### src/rtl/plc_timer_core.sv
// plc_timer_core: one IEC 61131-3 timer channel (TON / TOF / TP) driven by the prescaler tick.
// Optional sticky completion flag TIMER_IRQ is built only when TIMER_IRQ_EN is defined.
//
// state | meaning
// IDLE  | no timing in progress; Q=0, ET=0; mode follows TIMER_MODE
// HOLD  | TOF with input high; Q=1, ET held at 0
// RUN   | counting prescaler ticks towards TIMER_PT
// DONE  | ET reached TIMER_PT; Q at its final value for the latched mode
module plc_timer_core #(
  parameter int WIDTH = 16
) (
  input  logic             CLK,
  input  logic             CPU_Reset,
  input  logic             TIMER_EN,
  input  logic             PRESCALER_OV,
  input  logic [1:0]       TIMER_MODE,
  input  logic             TIMER_IN,
  input  logic [WIDTH-1:0] TIMER_PT,
  input  logic             IRQ_CLR,
  output logic             Q,
  output logic [WIDTH-1:0] ET,
  output logic             TIMER_IRQ
);

  typedef enum logic [1:0] {
    ST_IDLE = 2'd0,
    ST_HOLD = 2'd1,
    ST_RUN  = 2'd2,
    ST_DONE = 2'd3
  } state_t;

  localparam logic [1:0] MODE_TON = 2'b00;
  localparam logic [1:0] MODE_TOF = 2'b01;
  localparam logic [1:0] MODE_TP  = 2'b10;

  state_t           state;
  state_t           state_nxt;
  logic [1:0]       mode_q;
  logic [1:0]       mode_nxt;
  logic             in_d;
  logic             q_nxt;
  logic [WIDTH-1:0] et_nxt;
  logic [WIDTH:0]   et_inc;
  logic             pt_zero;
  logic             in_rise;
  logic             done_hit;

  // One extra bit so ET+1 never wraps before the compare against PT.
  assign et_inc   = {1'b0, ET} + {{WIDTH{1'b0}}, 1'b1};
  assign pt_zero  = (TIMER_PT == '0);
  assign in_rise  = TIMER_IN & ~in_d;
  assign done_hit = (PRESCALER_OV && (et_inc >= {1'b0, TIMER_PT})) || (ET >= TIMER_PT);

  always_comb begin
    state_nxt = state;
    et_nxt    = ET;
    q_nxt     = Q;
    mode_nxt  = mode_q;

    case (state)
      ST_IDLE: begin
        et_nxt = '0;
        q_nxt  = 1'b0;
        case (TIMER_MODE)
          MODE_TON: begin
            if (TIMER_IN) begin
              if (pt_zero) begin
                state_nxt = ST_DONE;
                q_nxt     = 1'b1;
              end else begin
                state_nxt = ST_RUN;
              end
            end
          end
          MODE_TOF: begin
            if (TIMER_IN) begin
              state_nxt = ST_HOLD;
              q_nxt     = 1'b1;
            end
          end
          MODE_TP: begin
            if (in_rise) begin
              if (pt_zero) begin
                state_nxt = ST_DONE;
              end else begin
                state_nxt = ST_RUN;
                q_nxt     = 1'b1;
              end
            end
          end
          default: ;
        endcase
      end

      ST_HOLD: begin
        et_nxt = '0;
        q_nxt  = 1'b1;
        if (!TIMER_IN) begin
          if (pt_zero) begin
            state_nxt = ST_DONE;
            q_nxt     = 1'b0;
          end else begin
            state_nxt = ST_RUN;
          end
        end
      end

      // Exit conditions are tested before done_hit/tick so a coincident tick is dropped.
      ST_RUN: begin
        case (mode_q)
          MODE_TON: begin
            if (!TIMER_IN) begin
              state_nxt = ST_IDLE;
              et_nxt    = '0;
              q_nxt     = 1'b0;
            end else if (done_hit) begin
              state_nxt = ST_DONE;
              et_nxt    = TIMER_PT;
              q_nxt     = 1'b1;
            end else if (PRESCALER_OV) begin
              et_nxt = et_inc[WIDTH-1:0];
            end
          end
          MODE_TOF: begin
            if (TIMER_IN) begin
              state_nxt = ST_HOLD;
              et_nxt    = '0;
              q_nxt     = 1'b1;
            end else if (done_hit) begin
              state_nxt = ST_DONE;
              et_nxt    = TIMER_PT;
              q_nxt     = 1'b0;
            end else if (PRESCALER_OV) begin
              et_nxt = et_inc[WIDTH-1:0];
            end
          end
          MODE_TP: begin
            if (done_hit) begin
              state_nxt = ST_DONE;
              et_nxt    = TIMER_PT;
              q_nxt     = 1'b0;
            end else if (PRESCALER_OV) begin
              et_nxt = et_inc[WIDTH-1:0];
            end
          end
          default: begin
            state_nxt = ST_IDLE;
            et_nxt    = '0;
            q_nxt     = 1'b0;
          end
        endcase
      end

      ST_DONE: begin
        case (mode_q)
          MODE_TON: begin
            if (!TIMER_IN) begin
              state_nxt = ST_IDLE;
              et_nxt    = '0;
              q_nxt     = 1'b0;
            end
          end
          MODE_TOF: begin
            if (TIMER_IN) begin
              state_nxt = ST_HOLD;
              et_nxt    = '0;
              q_nxt     = 1'b1;
            end
          end
          MODE_TP: begin
            if (!TIMER_IN) begin
              state_nxt = ST_IDLE;
              et_nxt    = '0;
              q_nxt     = 1'b0;
            end
          end
          default: begin
            state_nxt = ST_IDLE;
            et_nxt    = '0;
            q_nxt     = 1'b0;
          end
        endcase
      end

      default: begin
        state_nxt = ST_IDLE;
        et_nxt    = '0;
        q_nxt     = 1'b0;
      end
    endcase

    if ((state == ST_IDLE) && (state_nxt != ST_IDLE)) begin
      mode_nxt = TIMER_MODE;
    end
  end

  // in_d tracks the input even while disabled, so edges seen only while disabled are lost.
  always_ff @(posedge CLK or posedge CPU_Reset) begin
    if (CPU_Reset) begin
      state  <= ST_IDLE;
      mode_q <= 2'b00;
      in_d   <= 1'b0;
      ET     <= '0;
      Q      <= 1'b0;
    end else begin
      in_d <= TIMER_IN;
      if (TIMER_EN) begin
        state  <= state_nxt;
        mode_q <= mode_nxt;
        ET     <= et_nxt;
        Q      <= q_nxt;
      end
    end
  end

`ifdef TIMER_IRQ_EN
  logic irq_q;
  logic enter_done;

  assign enter_done = TIMER_EN && (state != ST_DONE) && (state_nxt == ST_DONE);

  // Set has priority over a same-cycle clear so a completion is never missed.
  always_ff @(posedge CLK or posedge CPU_Reset) begin
    if (CPU_Reset) begin
      irq_q <= 1'b0;
    end else if (enter_done) begin
      irq_q <= 1'b1;
    end else if (IRQ_CLR) begin
      irq_q <= 1'b0;
    end
  end

  assign TIMER_IRQ = irq_q;
`else
  logic unused_irq_clr;

  assign unused_irq_clr = IRQ_CLR;
  assign TIMER_IRQ      = 1'b0;
`endif

endmodule

### config.mk
export PLATFORM = sky130hd
export DESIGN_NAME = plc_timer_core
export DESIGN_NICKNAME = d
export VERILOG_FILES = /design/src/rtl/plc_timer_core.sv
export SDC_FILE = /design/constraint.sdc
export NUM_CORES = 1
export LEC_CHECK = 0
export CORE_MARGIN = 3
export CORE_UTILIZATION = 35
export DETAILED_ROUTE_END_ITERATION = 10
export PLACE_DENSITY = 0.59
export RECOVER_POWER = 100
export SETUP_SLACK_MARGIN = 0.2
export SKIP_CTS_REPAIR_TIMING = 1
export SLEW_MARGIN = 10
export SYNTH_ARGS = -nofsm -noshare
export SYNTH_HDL_FRONTEND = slang
export SYNTH_SLANG_ARGS = --single-unit
### constraint.sdc
create_clock -name CLK -period 4.1 [get_ports CLK]
set_clock_uncertainty 0.2 [all_clocks]
set_input_delay 0.41 -clock CLK [delete_from_list [all_inputs] [get_ports CLK]]
set_output_delay 0.41 -clock CLK [all_outputs]
set_load 0.005 [all_outputs]
After elaboration in Yosys (flattened, before gate mapping). Cells that the tools add are included.

Eq/ne operators: 10. Div/mod/pow operators: 0. Bitwise gates (word level): 2. Shifts and indexed selects: 0. Add/sub/neg operators: 1. Multiplexer cells: 38. Reduce and logical (&&, ||, !) cells: 13. Multipliers: 0. Order comparisons: 2.

Operator list (number): 2-to-1 mux 16 bit (6); one-hot mux 16 bit (3 select lines) (2); one-hot mux 16 bit (2 select lines) (1); adder 16 x 1 -> 17 bit (second input constant) (1); greater-or-equal comparator 17 x 16 -> 1 bit (1); greater-or-equal comparator 16 bit (1); zero test 16 bit (1); 2-to-1 mux 2 bit (8); 2-to-1 mux 1 bit (13); one-hot mux 2 bit (3 select lines) (2); == test 2 bit (second input constant) (4); one-hot mux 2 bit (4 select lines) (1); == test 2 x 1 -> 1 bit (second input constant) (3); zero test 2 bit (3); inequality test 3 bit (second input constant) (2); one-hot mux 1 bit (3 select lines) (2); inequality test 4 bit (second input constant) (1); one-hot mux 1 bit (4 select lines) (1); one-hot mux 2 bit (2 select lines) (1); AND reduction 4 bit (1); OR reduction 2 bit (2); AND reduction 3 bit (1); logical AND 1 bit (2); one-hot mux 1 bit (2 select lines) (1); 5 further kinds (5).

Input bits: 24. Logic and storage cells: 71. Bits in registers: 22. Bits in latches: 0. Memory bits (read-only): 0. Bits in writable memories: 0. Output and inout port bits: 18. Memories: 0.

Longest topological paths before layout.
Word-level depth: 11. Gate-level depth with buffers: 15. Depth with buffers taken out: 13.

Worst setup path after synthesis. OpenSTA, ideal clock, no wires.

Path type: register to register. From: register ET[0]. To: register ET[1]. Arrival time: 3.118 ns. Clock period less this slack: 3.439 ns. Library setup time: 0.122 ns. Required time: 3.778 ns. Slack: 0.661 ns. Buffers on the path: 2. Stages on the path, launching flop included: 16. Path through: dfrtp_1 -> ha_1 -> nand2_1 -> nor4_4 -> nand3_1 -> xnor2_1 -> ha_1 -> a21o_1 -> a21o_1 -> a22oi_2 -> o211ai_2 -> and3b_1 -> buf_6 -> buf_6 -> nand2_1 -> a32o_1.

Cells in the longest elaborated chain, start to end: 8. Elaborated cells between the ends (all ways): 11. Those cells by class: 1 x add/sub; 2 x order compare; 6 x mux; 2 x reduce/logical.

Ends and longest elaborated chain: start: declaration (line 21) `output logic [WIDTH-1:0] ET,`; start signal: assignment (line 210) `ET <= et_nxt;`; adder 16 x 1 -> 17 bit (line 49) `assign et_inc = {1'b0, ET} + {{WIDTH{1'b0}}, 1'b1};`; greater-or-equal comparator 17 x 16 -> 1 bit (line 52) `assign done_hit = (PRESCALER_OV && (et_inc >= {1'b0, TIMER_PT})) || (ET >= TIMER_PT);`; logical AND 1 bit (line 52); logical OR 1 bit (line 52); 2-to-1 mux 16 bit (*) (line 138) `if (done_hit) begin`; 2-to-1 mux 16 bit (on tied branches) (line 125, 112); one-hot mux 16 bit (3 select lines) (*) (line 110) `case (mode_q)`; one-hot mux 16 bit (3 select lines) (*) (line 60) `case (state)`.

Mark *: on every way between the ends. The rest lies on a longest branch, timed or not. A chain may end at the register's enable or synchronous reset.

Worst setup path in the final report.
From: register ET[0]. To: register ET[15].

The elaborated chain is that of the path after synthesis.

==> impl_metrics.env <==
export IMPL_netlist_top_cells_count="33 x ha_1, 30 x inv_1, 28 x nand2_1"
export IMPL_setup_ws_ns=0.4054
export IMPL_hold_viol=0
export IMPL_initial_utilization_pct=37.06
export IMPL_setup_viol=0
export IMPL_synthMostInstantiatedCell="ha_1"
export IMPL_grt_usage_pct=17.10
export IMPL_cts_made_buffers=3
export IMPL_met3_length_um=261
export IMPL_syn_to_final_growth_pct=18.91
export IMPL_routed_via_density=5.536
export IMPL_crit_type="flop to flop"
export IMPL_routed_top_layer="met4"
export IMPL_ir_worst_vdd_uv=177.6
export IMPL_drtIter0Drc=102
export IMPL_die_area_um2=8460
export IMPL_cts_sinks=22
export IMPL_syn_cell_area_um2=2587
export IMPL_wl_per_cell_um=15.65
export IMPL_synth_edf_count=0
export IMPL_cts_tree="yes"
export IMPL_slew_viol_final=0
export IMPL_max_slew_worst_pin_slew_ns=0.9142
export IMPL_clk_pin_slew_ns=0.09
export IMPL_drtPass1Iterations=4
export IMPL_timing_setup_tns_ns=0
export IMPL_synth_top_area_share_pct=21.28
export IMPL_startpoint_type="flop"
export IMPL_worstPathCellList="clkbuf_1 -> nand3_1 -> nor4_2 -> nand3_1 -> xnor2_1 -> ha_1 -> a21o_1 -> a21o_1 -> a22oi_1 -> o211ai_2 -> and3b_1 -> buf_4 -> mux2i_1 -> a22o_1"
export IMPL_fmax_mhz=270.7
export IMPL_period_minus_slack_ns=3.695
export IMPL_syn_nets=379
export IMPL_grt_pass1_vias=2328
export IMPL_yosys_cell_types_count=56
export IMPL_met1_length_um=3515
export IMPL_power_leakage_nw=1.497
export IMPL_port_buffer_count=39
export IMPL_ys_ff_latch=22
export IMPL_crit_path_max_fanout=16
export IMPL_clock_tree_root_cell="clkbuf_8"
export IMPL_syn_area_per_cell_um2=8.036
export IMPL_drc=0
export IMPL_rows=30
export IMPL_overflow=0
export IMPL_rsz0062_at_grt="no"
export IMPL_grt_pass1_wl_um=11800
export IMPL_core_area_um2=6982
export IMPL_antenna_found_initial=0
export IMPL_finalCritPeriodShare_pct=90.11
export IMPL_post_place_ws_ns=0.4503
export IMPL_yosys_top_cells_area="dfrtp_1 21%, ha_1 16%, mux2i_1 5.4%, xnor2_1 4.4%, inv_1 4.4%"
export IMPL_grt_max_degree=23
export IMPL_fin_nets=410
export IMPL_crit_slowest_cell="nor4_2"
export IMPL_slew_headroom_pct=38.98
export IMPL_ys_warn_count=0
export IMPL_cts_max_path_buffers=2
export IMPL_ys_flop_type="dfrtp_1"
export IMPL_max_stage_delay_ns=0.41
export IMPL_maxCapViolCount=0
export IMPL_power_total_uw=758.5
export IMPL_synth_cells=322
export IMPL_status="finished, final reports clean"
export IMPL_dr_wl_met2_um=3168
export IMPL_critPathRequiredTime_ns=4.07
export IMPL_holdWs_ns=0.4216
export IMPL_fin_cells=448
export IMPL_cts_htree_levels=1
export IMPL_top_level_ports=42
export IMPL_hpwlAfterDp_um=5340
export IMPL_min_path_type="flop to flop"
export IMPL_power_density_nw_per_um2=246.5
export IMPL_routed_wl_um=7011
export IMPL_antennaDiodeCount=0
export IMPL_yosysSeqAreaShare_pct=21.28
export IMPL_async_flop_share_pct=100.0
export IMPL_drive_gt1_share_pct=3.977
export IMPL_critPathCaptureType="flop"
export IMPL_ant_nets=0
export IMPL_vias=2480
export IMPL_synth_area_leader_cell="dfrtp_1"
export IMPL_dp_cells=444
export IMPL_clk_latency_ns=0.27
export IMPL_worstPathArrival_ns=3.66
export IMPL_dieHeight_um=91.98
export IMPL_die_w_um=91.98
export IMPL_place_gp_congestion=0.8502
-- final cells by class --
type	instances	area, um^2
sequential	22	550.5
multi-input combinational	251	1810
clock buffer	4	55.05
fill	713	3905
timing repair buffer	45	427.9
tap	96	120.1
inverter	30	112.6
-- per-layer routing --
| layer | GRT usage [%] | vias to the layer above |
|---|---|---|
| li1 | - | 1247 |
| met1 | 25.10 | 1181 |
| met2 | 26.58 | 45 |
| met3 | 2.051 | 7 |
| met4 | 4.084 | 0 |
| met5 | 0 | - |
-- path summary, 6_finish.rpt --
kind	from	end	slack (ns)	cells after the start
worst max-delay path	ET[0]$_DFFE_PP0P_	ET[15]$_DFFE_PP0P_	0.41	14
worst min-delay path	ET[15]$_DFFE_PP0P_	ET[15]$_DFFE_PP0P_	0.42	1
worst max register to register	ET[0]$_DFFE_PP0P_	ET[15]$_DFFE_PP0P_	0.41	14
worst min register to register	ET[15]$_DFFE_PP0P_	ET[15]$_DFFE_PP0P_	0.42	1
max in group asynchronous	CPU_Reset	ET[12]$_DFFE_PP0P_	2.58	2
min in group asynchronous	CPU_Reset	ET[2]$_DFFE_PP0P_	0.56	2
-- per-stage QoR --
stage                     util [%]  instance area, um^2
after global placement       43.55                 3040
after CTS                    44.34                 3095
after floorplan                  -                 2587
final                        44.07                 3077
after global routing         44.07                 3077
after detailed placement     43.55                 3040
-- placed cells by master (no fill, tap or decap), types with 12 or more instances in the layout --
cell	n
dlygate4sd3_1	18
clkdlybuf4s50_1	21
inv_1	30
nand2_1	28
xnor2_1	13
dfrtp_1	22
nor2_1	22
mux2i_1	14
o21ai_0	13
a31oi_1	12
a21oi_1	14
ha_1	33
-- registers in the layout (all words and copies together), names as in the netlist --
name	flops
state	2
mode_q	2
ET	16
in_d	1
Q	1
-- cells by family (layout without fill, tap and decap cells) --
group	after synthesis	in the layout	share of synthesized area (%)
AOI/OAI and AO/OA	83	83	21.71
other	1	1	0.1449
muxes	16	16	6.286
adders and majority gates	33	33	15.96
buffers and inverters	49	79	8.317
and+or+nand+nor	103	103	21.23
DFF	22	22	21.28
xor gates and xnor gates	15	15	5.078
-- worst max-delay path: cells and delay by family (launching register included) --
kind,cells,cell delay (ns)
muxes,1,0.10
buffers and inverters,2,0.56
DFF,1,0.38
AOI/OAI and AO/OA,5,0.87
xor gates and xnor gates,1,0.17
and+or+nand+nor,4,1.10
adders and majority gates,1,0.20
-- power by group --
| group | switching (mW) | total (mW) | internal (mW) |
|---|---|---|---|
| logic | 0.154 | 0.282 | 0.128 |
| registers | 0.0606 | 0.305 | 0.244 |
| clock network | 0.0853 | 0.171 | 0.0860 |
No activity file was read; power rests on OpenSTA's default activity.
